--- src/rtl/sevenseg_scan_decoder.sv ---
// Receive side of a multiplexed 7-segment display bus: synchronise, glitch-filter and decode.
// Optional macro SEVENSEG_SCAN_BLANK_EN accepts the all-off code as a legal blank digit.
module sevenseg_scan_decoder #(
    parameter int unsigned DIGITS        = 4,
    parameter int unsigned STABLE_CYCLES = 8,
    parameter int unsigned IDXW          = 4
) (
    input  logic                  i_clk,
    input  logic                  i_rst,
    input  logic [7:0]            i_seg,
    input  logic [DIGITS-1:0]     i_an,
    input  logic                  i_clr,
    output logic [4*DIGITS-1:0]   o_hex,
    output logic [DIGITS-1:0]     o_valid,
    output logic [DIGITS-1:0]     o_err,
`ifdef SEVENSEG_SCAN_BLANK_EN
    output logic [DIGITS-1:0]     o_blank,
`endif
    output logic                  o_anerr,
    output logic                  o_upd,
    output logic [IDXW-1:0]       o_upd_idx,
    output logic                  o_frame
);

    localparam int unsigned CNTW = $clog2(STABLE_CYCLES + 1);
    localparam logic [CNTW-1:0] CNT_MAX   = CNTW'(STABLE_CYCLES);
    localparam logic [CNTW-1:0] ACCEPT_AT = CNTW'(STABLE_CYCLES - 1);

    logic [7:0]          r_seg_meta, r_seg_sync;
    logic [DIGITS-1:0]   r_an_meta, r_an_sync;
    logic [CNTW-1:0]     r_cnt;
    logic [4*DIGITS-1:0] r_hex;
    logic [DIGITS-1:0]   r_valid, r_err, r_seen;
    logic                r_anerr, r_upd, r_frame;
    logic [IDXW-1:0]     r_upd_idx;
`ifdef SEVENSEG_SCAN_BLANK_EN
    logic [DIGITS-1:0]   r_blank;
    logic [DIGITS-1:0]   w_blank_nxt;
    logic                w_blank_code;
`endif

    logic                w_same;
    logic                w_accept;
    logic [CNTW-1:0]     w_cnt_nxt;
    logic [DIGITS-1:0]   w_an_low;
    logic                w_an_any, w_an_multi;
    logic [IDXW-1:0]     w_an_idx;
    logic [4:0]          w_code;
    logic                w_code_ok;
    logic [3:0]          w_code_nib;
    logic [4*DIGITS-1:0] w_hex_nxt;
    logic [DIGITS-1:0]   w_valid_nxt, w_err_nxt, w_seen_nxt;
    logic                w_anerr_nxt, w_upd_nxt, w_frame_nxt;
    logic [IDXW-1:0]     w_idx_nxt;

    function automatic logic [4:0] decode_seg(input logic [7:0] seg);
        logic [4:0] res;
        case (seg)
            8'b0100_0000: res = {1'b1, 4'h0};
            8'b0111_1001: res = {1'b1, 4'h1};
            8'b0010_0100: res = {1'b1, 4'h2};
            8'b0011_0000: res = {1'b1, 4'h3};
            8'b0001_1001: res = {1'b1, 4'h4};
            8'b0001_0010: res = {1'b1, 4'h5};
            8'b0000_0010: res = {1'b1, 4'h6};
            8'b0111_1000: res = {1'b1, 4'h7};
            8'b0000_0000: res = {1'b1, 4'h8};
            8'b0001_0000: res = {1'b1, 4'h9};
            8'b1000_1000: res = {1'b1, 4'hA};
            8'b1000_0000: res = {1'b1, 4'hB};
            8'b1100_0110: res = {1'b1, 4'hC};
            8'b1100_0000: res = {1'b1, 4'hD};
            8'b1000_0110: res = {1'b1, 4'hE};
            8'b1000_1110: res = {1'b1, 4'hF};
            default:      res = {1'b0, 4'h0};
        endcase
        return res;
    endfunction

    // Idle synchronizer state is all-ones: blank segments, no anode driven.
    always_ff @(posedge i_clk or posedge i_rst) begin
        if (i_rst) begin
            r_seg_meta <= '1;
            r_seg_sync <= '1;
            r_an_meta  <= '1;
            r_an_sync  <= '1;
        end else begin
            r_seg_meta <= i_seg;
            r_seg_sync <= r_seg_meta;
            r_an_meta  <= i_an;
            r_an_sync  <= r_an_meta;
        end
    end

    // Comparing the first stage against S detects a change in S one cycle early, so the
    // counter and the accepted sample line up with the S-vs-previous-S definition.
    assign w_same   = (r_seg_meta == r_seg_sync) && (r_an_meta == r_an_sync);
    assign w_accept = w_same && (r_cnt == ACCEPT_AT);

    always_comb begin
        w_cnt_nxt = r_cnt;
        if (!w_same) begin
            w_cnt_nxt = '0;
        end else if (r_cnt != CNT_MAX) begin
            w_cnt_nxt = r_cnt + CNTW'(1);
        end
    end

    assign w_an_low   = ~r_an_sync;
    assign w_an_any   = |w_an_low;
    assign w_an_multi = (w_an_low & (w_an_low - DIGITS'(1))) != '0;

    always_comb begin
        w_an_idx = '0;
        for (int i = 0; i < int'(DIGITS); i++) begin
            if (w_an_low[i]) begin
                w_an_idx = IDXW'(i);
            end
        end
    end

    assign w_code     = decode_seg(r_seg_sync);
    assign w_code_ok  = w_code[4];
    assign w_code_nib = w_code[3:0];
`ifdef SEVENSEG_SCAN_BLANK_EN
    assign w_blank_code = (r_seg_sync == 8'hFF);
`endif

    // Clear first so that a simultaneous accept still lands on its own digit.
    always_comb begin
        w_hex_nxt   = r_hex;
        w_valid_nxt = r_valid;
        w_err_nxt   = r_err;
        w_seen_nxt  = r_seen;
        w_anerr_nxt = r_anerr;
        w_upd_nxt   = 1'b0;
        w_frame_nxt = 1'b0;
        w_idx_nxt   = r_upd_idx;
`ifdef SEVENSEG_SCAN_BLANK_EN
        w_blank_nxt = r_blank;
`endif
        if (i_clr) begin
            w_valid_nxt = '0;
            w_err_nxt   = '0;
            w_seen_nxt  = '0;
            w_anerr_nxt = 1'b0;
`ifdef SEVENSEG_SCAN_BLANK_EN
            w_blank_nxt = '0;
`endif
        end
        if (w_accept && w_an_any) begin
            if (w_an_multi) begin
                w_anerr_nxt = 1'b1;
            end else begin
                w_upd_nxt  = 1'b1;
                w_idx_nxt  = w_an_idx;
                w_seen_nxt = w_seen_nxt | w_an_low;
                if (&w_seen_nxt) begin
                    w_frame_nxt = 1'b1;
                    w_seen_nxt  = '0;
                end
                if (w_code_ok) begin
                    for (int i = 0; i < int'(DIGITS); i++) begin
                        if (w_an_low[i]) begin
                            w_hex_nxt[4*i +: 4] = w_code_nib;
                        end
                    end
                    w_valid_nxt = w_valid_nxt | w_an_low;
`ifdef SEVENSEG_SCAN_BLANK_EN
                    w_blank_nxt = w_blank_nxt & ~w_an_low;
                end else if (w_blank_code) begin
                    for (int i = 0; i < int'(DIGITS); i++) begin
                        if (w_an_low[i]) begin
                            w_hex_nxt[4*i +: 4] = 4'h0;
                        end
                    end
                    w_valid_nxt = w_valid_nxt & ~w_an_low;
                    w_blank_nxt = w_blank_nxt | w_an_low;
`endif
                end else begin
                    w_err_nxt = w_err_nxt | w_an_low;
                end
            end
        end
    end

    always_ff @(posedge i_clk or posedge i_rst) begin
        if (i_rst) begin
            r_cnt     <= '0;
            r_hex     <= '0;
            r_valid   <= '0;
            r_err     <= '0;
            r_seen    <= '0;
            r_anerr   <= 1'b0;
            r_upd     <= 1'b0;
            r_frame   <= 1'b0;
            r_upd_idx <= '0;
`ifdef SEVENSEG_SCAN_BLANK_EN
            r_blank   <= '0;
`endif
        end else begin
            r_cnt     <= w_cnt_nxt;
            r_hex     <= w_hex_nxt;
            r_valid   <= w_valid_nxt;
            r_err     <= w_err_nxt;
            r_seen    <= w_seen_nxt;
            r_anerr   <= w_anerr_nxt;
            r_upd     <= w_upd_nxt;
            r_frame   <= w_frame_nxt;
            r_upd_idx <= w_idx_nxt;
`ifdef SEVENSEG_SCAN_BLANK_EN
            r_blank   <= w_blank_nxt;
`endif
        end
    end

    assign o_hex     = r_hex;
    assign o_valid   = r_valid;
    assign o_err     = r_err;
    assign o_anerr   = r_anerr;
    assign o_upd     = r_upd;
    assign o_upd_idx = r_upd_idx;
    assign o_frame   = r_frame;
`ifdef SEVENSEG_SCAN_BLANK_EN
    assign o_blank   = r_blank;
`endif

endmodule
--- config.mk ---
export PLATFORM = sky130hd
export DESIGN_NAME = sevenseg_scan_decoder
export DESIGN_NICKNAME = d
export VERILOG_FILES = /design/src/rtl/sevenseg_scan_decoder.sv
export SDC_FILE = /design/constraint.sdc
export NUM_CORES = 1
export LEC_CHECK = 0
export ABC_AREA = 1
export CORE_ASPECT_RATIO = 0.7
export CORE_MARGIN = 2
export CORE_UTILIZATION = 54
export CTS_BUF_LIST = sky130_fd_sc_hd__clkbuf_4 sky130_fd_sc_hd__clkbuf_8 sky130_fd_sc_hd__clkbuf_16
export CTS_CLUSTER_SIZE = 8
export DETAILED_ROUTE_END_ITERATION = 16
export HOLD_SLACK_MARGIN = 0.06
export PLACE_DENSITY = 0.87
export SLEW_MARGIN = 20
export SYNTH_ARGS = -nofsm -noshare
export SYNTH_HDL_FRONTEND = slang
export SYNTH_SLANG_ARGS = --single-unit
export TNS_END_PERCENT = 5
--- constraint.sdc ---
create_clock -name i_clk -period 2.6 [get_ports i_clk]
set_clock_uncertainty 0.15 [all_clocks]
set_input_delay 0.39 -clock i_clk [delete_from_list [all_inputs] [get_ports i_clk]]
set_output_delay 0.39 -clock i_clk [all_outputs]
set_load 0.01 [all_outputs]
; Word-level counts from Yosys, hierarchy flattened
; Cells that the tools add are included.
[totals]
mem_count = 0
elab_cells = 82
reg_bits = 63
mem_bits_rw = 0
latchBits = 0
out_inout_bits = 31
romBits = 0
in_bits = 15
[op_classes]
bitwise = 6
order_cmp = 0
n_eq_ne = 20
div_mod_pow = 0
shifts = 0
mul = 0
n_mux = 26
addsub = 2
reduce_logical = 12
[op_table]
columns = operator, count
row1 = one-hot mux 5 bit (16 select lines), 1
row2 = two-way mux 4 bit, 16
row3 = "== test 8 bit, second input constant", 6
row4 = "== test 8 x 5 -> 1 bit, second input constant", 3
row5 = "== test 8 x 7 -> 1 bit, second input constant", 3
row6 = AND reduction 4 bit, 5
row7 = "== test 8 x 6 -> 1 bit, second input constant", 2
row8 = bitwise OR 4 bit, 3
row9 = two-way mux 1 bit, 9
row10 = "== test 8 x 2 -> 1 bit, second input constant", 1
row11 = == test 8 bit, 1
row12 = logical NOT 8 bit, 1
row13 = "adder 4 x 1 -> 4 bit, second input constant", 1
row14 = AND 4 bit, 1
row15 = "== test 4 x 3 -> 1 bit, second input constant", 1
row16 = == test 4 bit, 1
row17 = "inequality test 4 bit, second input constant", 1
row18 = NOT 4 bit, 1
row19 = nonzero test 4 bit, 1
row20 = OR reduction 4 bit, 1
row21 = "subtractor 4 x 1 -> 4 bit, second input constant", 1
row22 = logical AND 1 bit, 3
row23 = "inequality test 2 x 1 -> 1 bit, second input constant", 1
row24 = AND reduction 2 bit, 1
row25 = NOT 1 bit, 1

; Depth between registers and ports, before layout
[logic_depth]
word_depth = 6
mapped_depth = 12
mapped_depth_nobuf = 12

; Least setup slack after synthesis
; OpenSTA, ideal clock, no wires.
[synth_timing]
path_kind = register -> register
start = reg r_seg_sync[7]
end = reg r_hex[0], in the netlist o_hex[0]
path_slack_ps = 847
stages_incl_launch_ff = 12
setup_ps = 117
n_path_buf = 0
required_time_ps = 2333
synth_period_minus_slack_ps = 1753
arrival_time_ps = 1486
cell_sequence = dfstp_2 > inv_2 > nand2_1 > nand2_1 > inv_1 > nand2_1 > nor2_1 > nand3_4 > nor2_8 > nand3_4 > nand2_1 > nand2_1
[synth_between]
elab_chain_cells = 5
elab_cells_between_ends = 22
cone_classes = eq/ne (16) / mux (1) / reduce/logical (5)
[synth_lines]
columns = element, line_no
row1 = from (decl), 29  ; logic [7:0] r_seg_meta, r_seg_sync;
row2 = from (signal assigned), 89  ; r_seg_sync <= r_seg_meta;
row3 = "parallel branches: the longest is 5 deep, another holds one-hot mux 5 bit (16 select lines)", n/a
row4 = to (signal assigned), 203  ; r_hex <= w_hex_nxt;
row5 = to (decl), 32  ; logic [4*DIGITS-1:0] r_hex;
; Several ways; the timed one is not identified.
; A chain may end at the register's enable or synchronous reset.

; Worst setup path after layout
[layout_timing]
start = reg r_seg_sync[5]
end = reg r_hex[4], in the netlist o_hex[4]
; The elaborated chain is that of the path after synthesis.

==> results_tabular.tex <==
\begin{tabular}{lr}
\hline
Metric & Value \\
\hline
\multicolumn{2}{l}{\textbf{Status}} \\
Status & complete, no violations \\
\multicolumn{2}{l}{\textbf{Cells and area}} \\
Number of filler cells placed in the layout & just over 400 \\
Multi-input logic area & 0.001240 mm² \\
Post-layout nets & 453 \\
Sequential cell area & approximately 0.0016 mm² \\
Share of post-route cells with drive strength above 1 & 0.1451 \\
Synthesis-to-finish area growth & 24.72\% \\
Antenna diode count & 0 \\
\multicolumn{2}{l}{\textbf{STA}} \\
Number of slew-limit violations in the final report & 0 \\
Worst setup slack after layout & 562.6 ps \\
Fmax & about 0.49 GHz \\
Worst hold slack & 223.9 ps \\
Final period util & 0.7836 \\
RSZ-0062 raised after global routing & no \\
Final Setup Violations & 0 \\
Min Tclk post-route & 2037 ps \\
Final-layout setup total negative slack & 0 ps \\
Number of failing hold endpoints at the final stage & 0 \\
\multicolumn{2}{l}{\textbf{Floorplanning}} \\
Total die area & 0.006200 mm² \\
Number of standard-cell rows in the floorplan & 22 \\
Horizontal die dimension & roughly 93 µm \\
Effective utilization at floorplan & 0.5669 \\
Die Height & 66.48 µm \\
Total I/O pin count & 46 \\
Standard cell core area & 0.005313 mm² \\
\multicolumn{2}{l}{\textbf{Drt}} \\
Total DRC errors in the routed layout & 0 \\
Via/cell ratio & 4.947 \\
DRT iter0 DRCs & between 150 and 200 \\
Count of antenna-violating nets left after detailed routing & 0 \\
DR pass1 iterations & 4 \\
Post-Route WL & 6160 µm \\
Total number of vias & 2538 \\
Final routed wire length divided by cell count & about 12 µm \\
\multicolumn{2}{l}{\textbf{Clocking}} \\
CTS max path bufs & 2 \\
Clock transition at the registers of the reported paths & 60 ps \\
Number of buffers created by CTS & 9 \\
Post-CTS setup buffer count & 0 \\
Clock tree from TritonCTS & yes \\
Count of H-tree levels built during CTS & 3 \\
Buffer cell driving the clock tree root & clkbuf\_8 \\
Source-to-sink clock delay at the later pin of the worst-skew pair & around 340 ps \\
Resized cells post-CTS & 0 \\
Clock Sink Count & approximately 60 \\
Count of hold-fix buffers inserted at cts & 0 \\
\multicolumn{2}{l}{\textbf{Critical path}} \\
Type of the worst setup path & register to register \\
Most prevalent standard cell on the critical path & nand2\_1 \\
Critical path launch point type & register \\
Cell at the slowest stage of the critical path & dfstp\_2 \\
Cell type group with the largest total delay on the critical path & simple AND/OR/NAND/NOR gates \\
WP data required & roughly 2700 ps \\
Critical path peak fanout & 7 \\
Nature of the critical path endpoint & register \\
Largest stage delay on the critical path & 600 ps \\
Count of buffer and inverter cells on the critical path & 1 \\
Chain of cells forming the critical path & inv\_2 > nand2\_1 > nand2\_1 > nor2\_1 > nand2\_1 > nor2\_1 > nand3\_2 > nor2\_1 > nand3\_1 > nand2\_1 \\
Arrival time worst endpoint & 2170 ps \\
\multicolumn{2}{l}{\textbf{Placement}} \\
Input/output buffers & 43 \\
Post-placement worst setup slack & 455.1 ps \\
RePlAce Congestion & about 0.88 \\
Detailed Place HPWL & 4576 µm \\
\multicolumn{2}{l}{\textbf{Yosys}} \\
Mean Syn Cell Area & 7.822 µm² \\
Combined area of all synthesized cells & 0.003012 mm² \\
Adder-cell share of the synthesized area & 0.008309 \\
Proportion of netlist area held by the largest area contributor & 0.3074 \\
Synth area leader & dfrtp\_1 \\
Main combinational cell family by area after synthesis & simple AND/OR/NAND/NOR gates \\
Top area cells in the synthesized netlist & dfrtp\_1, dfstp\_2, nand2\_1 \\
Primary flip-flop cell chosen by synthesis mapping & dfrtp\_1 \\
Compound-Gate Fraction of Synth Area & 0.03033 \\
Cells after Synth & 385 \\
Seq cells post-synth & $\sim$60 \\
Multiplexer fraction of the synthesized cell area & 0 \\
Async set-or-reset flop fraction in the synthesized netlist & 1.000 \\
Ys Warns & 0 \\
Unique masters post-synth & 33 \\
Part of the Yosys area used for sequential elements & 0.5168 \\
Synth Area in XOR/XNOR & 0.008725 \\
Number of synthesized flops with an enable pin & 0 \\
Simple-gate share of the synthesized area & 0.3619 \\
\multicolumn{2}{l}{\textbf{Power and ir drop}} \\
Static leakage & 1.982 nW \\
Peak supply drop & 378.2 µV \\
PD cells & 563.4 mW/mm² \\
Total power draw & around 2.1 mW \\
\multicolumn{2}{l}{\textbf{GRT}} \\
Via count of the first global-routing pass & 2402 \\
Maximum number of pins on one net before global-route repair & 40 \\
Global-route wire length before repair & 10750 µm \\
Initial antenna violation count & 0 \\
Total global-route track usage & 0.2283 \\
Total congestion overflow & 0 \\
\multicolumn{2}{l}{\textbf{Flow run}} \\
Maximum capacitance violations & 0 \\
\multicolumn{2}{l}{\textbf{Worst hold path}} \\
Worst hold path class & register to register \\
\hline
\end{tabular}
[flip-flops by register name, summed over array words and instances (netlist names)]
register and count:
r_cnt 4, r_seg_sync 8, o_anerr 1, r_an_meta 4, o_upd_idx 2, o_hex 16
r_an_sync 4, o_err 4, o_frame 1, o_valid 4, o_upd 1, r_seen 4
r_seg_meta 8
[power by group]
part           internal (mW)  switching, mW  total, mW
registers              0.985         0.0222       1.01
clock network          0.613          0.351      0.964
logic                 0.0519         0.0930      0.145
[final cells by class]
| cell class | count | area share |
|---|---|---|
| inverters | 47 | 0.04730 |
| multi-input cells | 272 | 0.3301 |
| clock inverters | 4 | 0.01832 |
| repair buffers | 45 | 0.1219 |
| clock buffers | 12 | 0.04397 |
| well taps | 72 | 0.02398 |
| flip-flops and latches | 61 | 0.4144 |
[layout by cell type (no fill, tap or decap), types with 4 or more instances in the layout]
master / netlist / layout
dfstp_2: 24 / 24
inv_1: 37 / 36
nand3_4: 5 / 5
nand2_1: 168 / 168
o21ai_0: 6 / 6
a21oi_1: 5 / 5
nor2_1: 39 / 39
o21ai_1: 4 / 4
nand3_1: 23 / 23
dfrtp_1: 37 / 37
inv_2: 8 / 9
clkdlybuf4s50_1: 0 / 43
clkbuf_8: 0 / 12
[Yosys cell counts, types with 2 or more instances]
cell type / count
a21oi_1: 5
nand2_1: 168
nand3_4: 5
nand3_1: 23
buf_2: 3
o21ai_1: 4
nor2_1: 39
inv_1: 37
ha_1: 2
inv_2: 8
dfrtp_1: 37
nor3_1: 2
nand4_1: 2
buf_4: 2
xnor2_1: 2
o21ai_0: 6
dfstp_2: 24
[final timing paths]
kind,from,cells after the start,slack [ps],to
min in group asynchronous,i_rst,2,250,r_seen[3]
setup reg to reg,r_seg_sync[5],10,560,o_hex[4]
setup / recovery,r_seg_sync[5],10,560,o_hex[4]
hold reg to reg,r_seg_meta[4],0,220,r_seg_sync[4]
hold / removal,r_seg_meta[4],0,220,r_seg_sync[4]
max in group asynchronous,i_rst,3,1420,r_seg_sync[0]
[through the flow]
step / instance area [µm²] / util / cells
after CTS: 3756 / 0.7070 / 513
after floorplan: 3015 / - / 386
final: 3756 / 0.7070 / 513
after global routing: 3756 / 0.7070 / 513
after detailed placement: 3522 / 0.6630 / 497
after global placement: 3522 / 0.6630 / 497
[layer usage]
layer	global-route usage	vias up	share of wire
met1	0.2836	1185	0.47
met4	0.07169	0	0.012
li1	-	1283	-
met3	0.07579	9	0.047
met2	0.3813	61	0.47
met5	0	-	0
[cell families after synthesis]
family | count (synthesis)
XOR/XNOR | 3
flip-flops | 61
buffers and inverters | 53
adder cells (fa/ha/maj) | 2
AND/OR/NAND/NOR | 248
other | 1
AO/OA/AOI/OAI | 17
No activity file was read; power rests on OpenSTA's default activity.
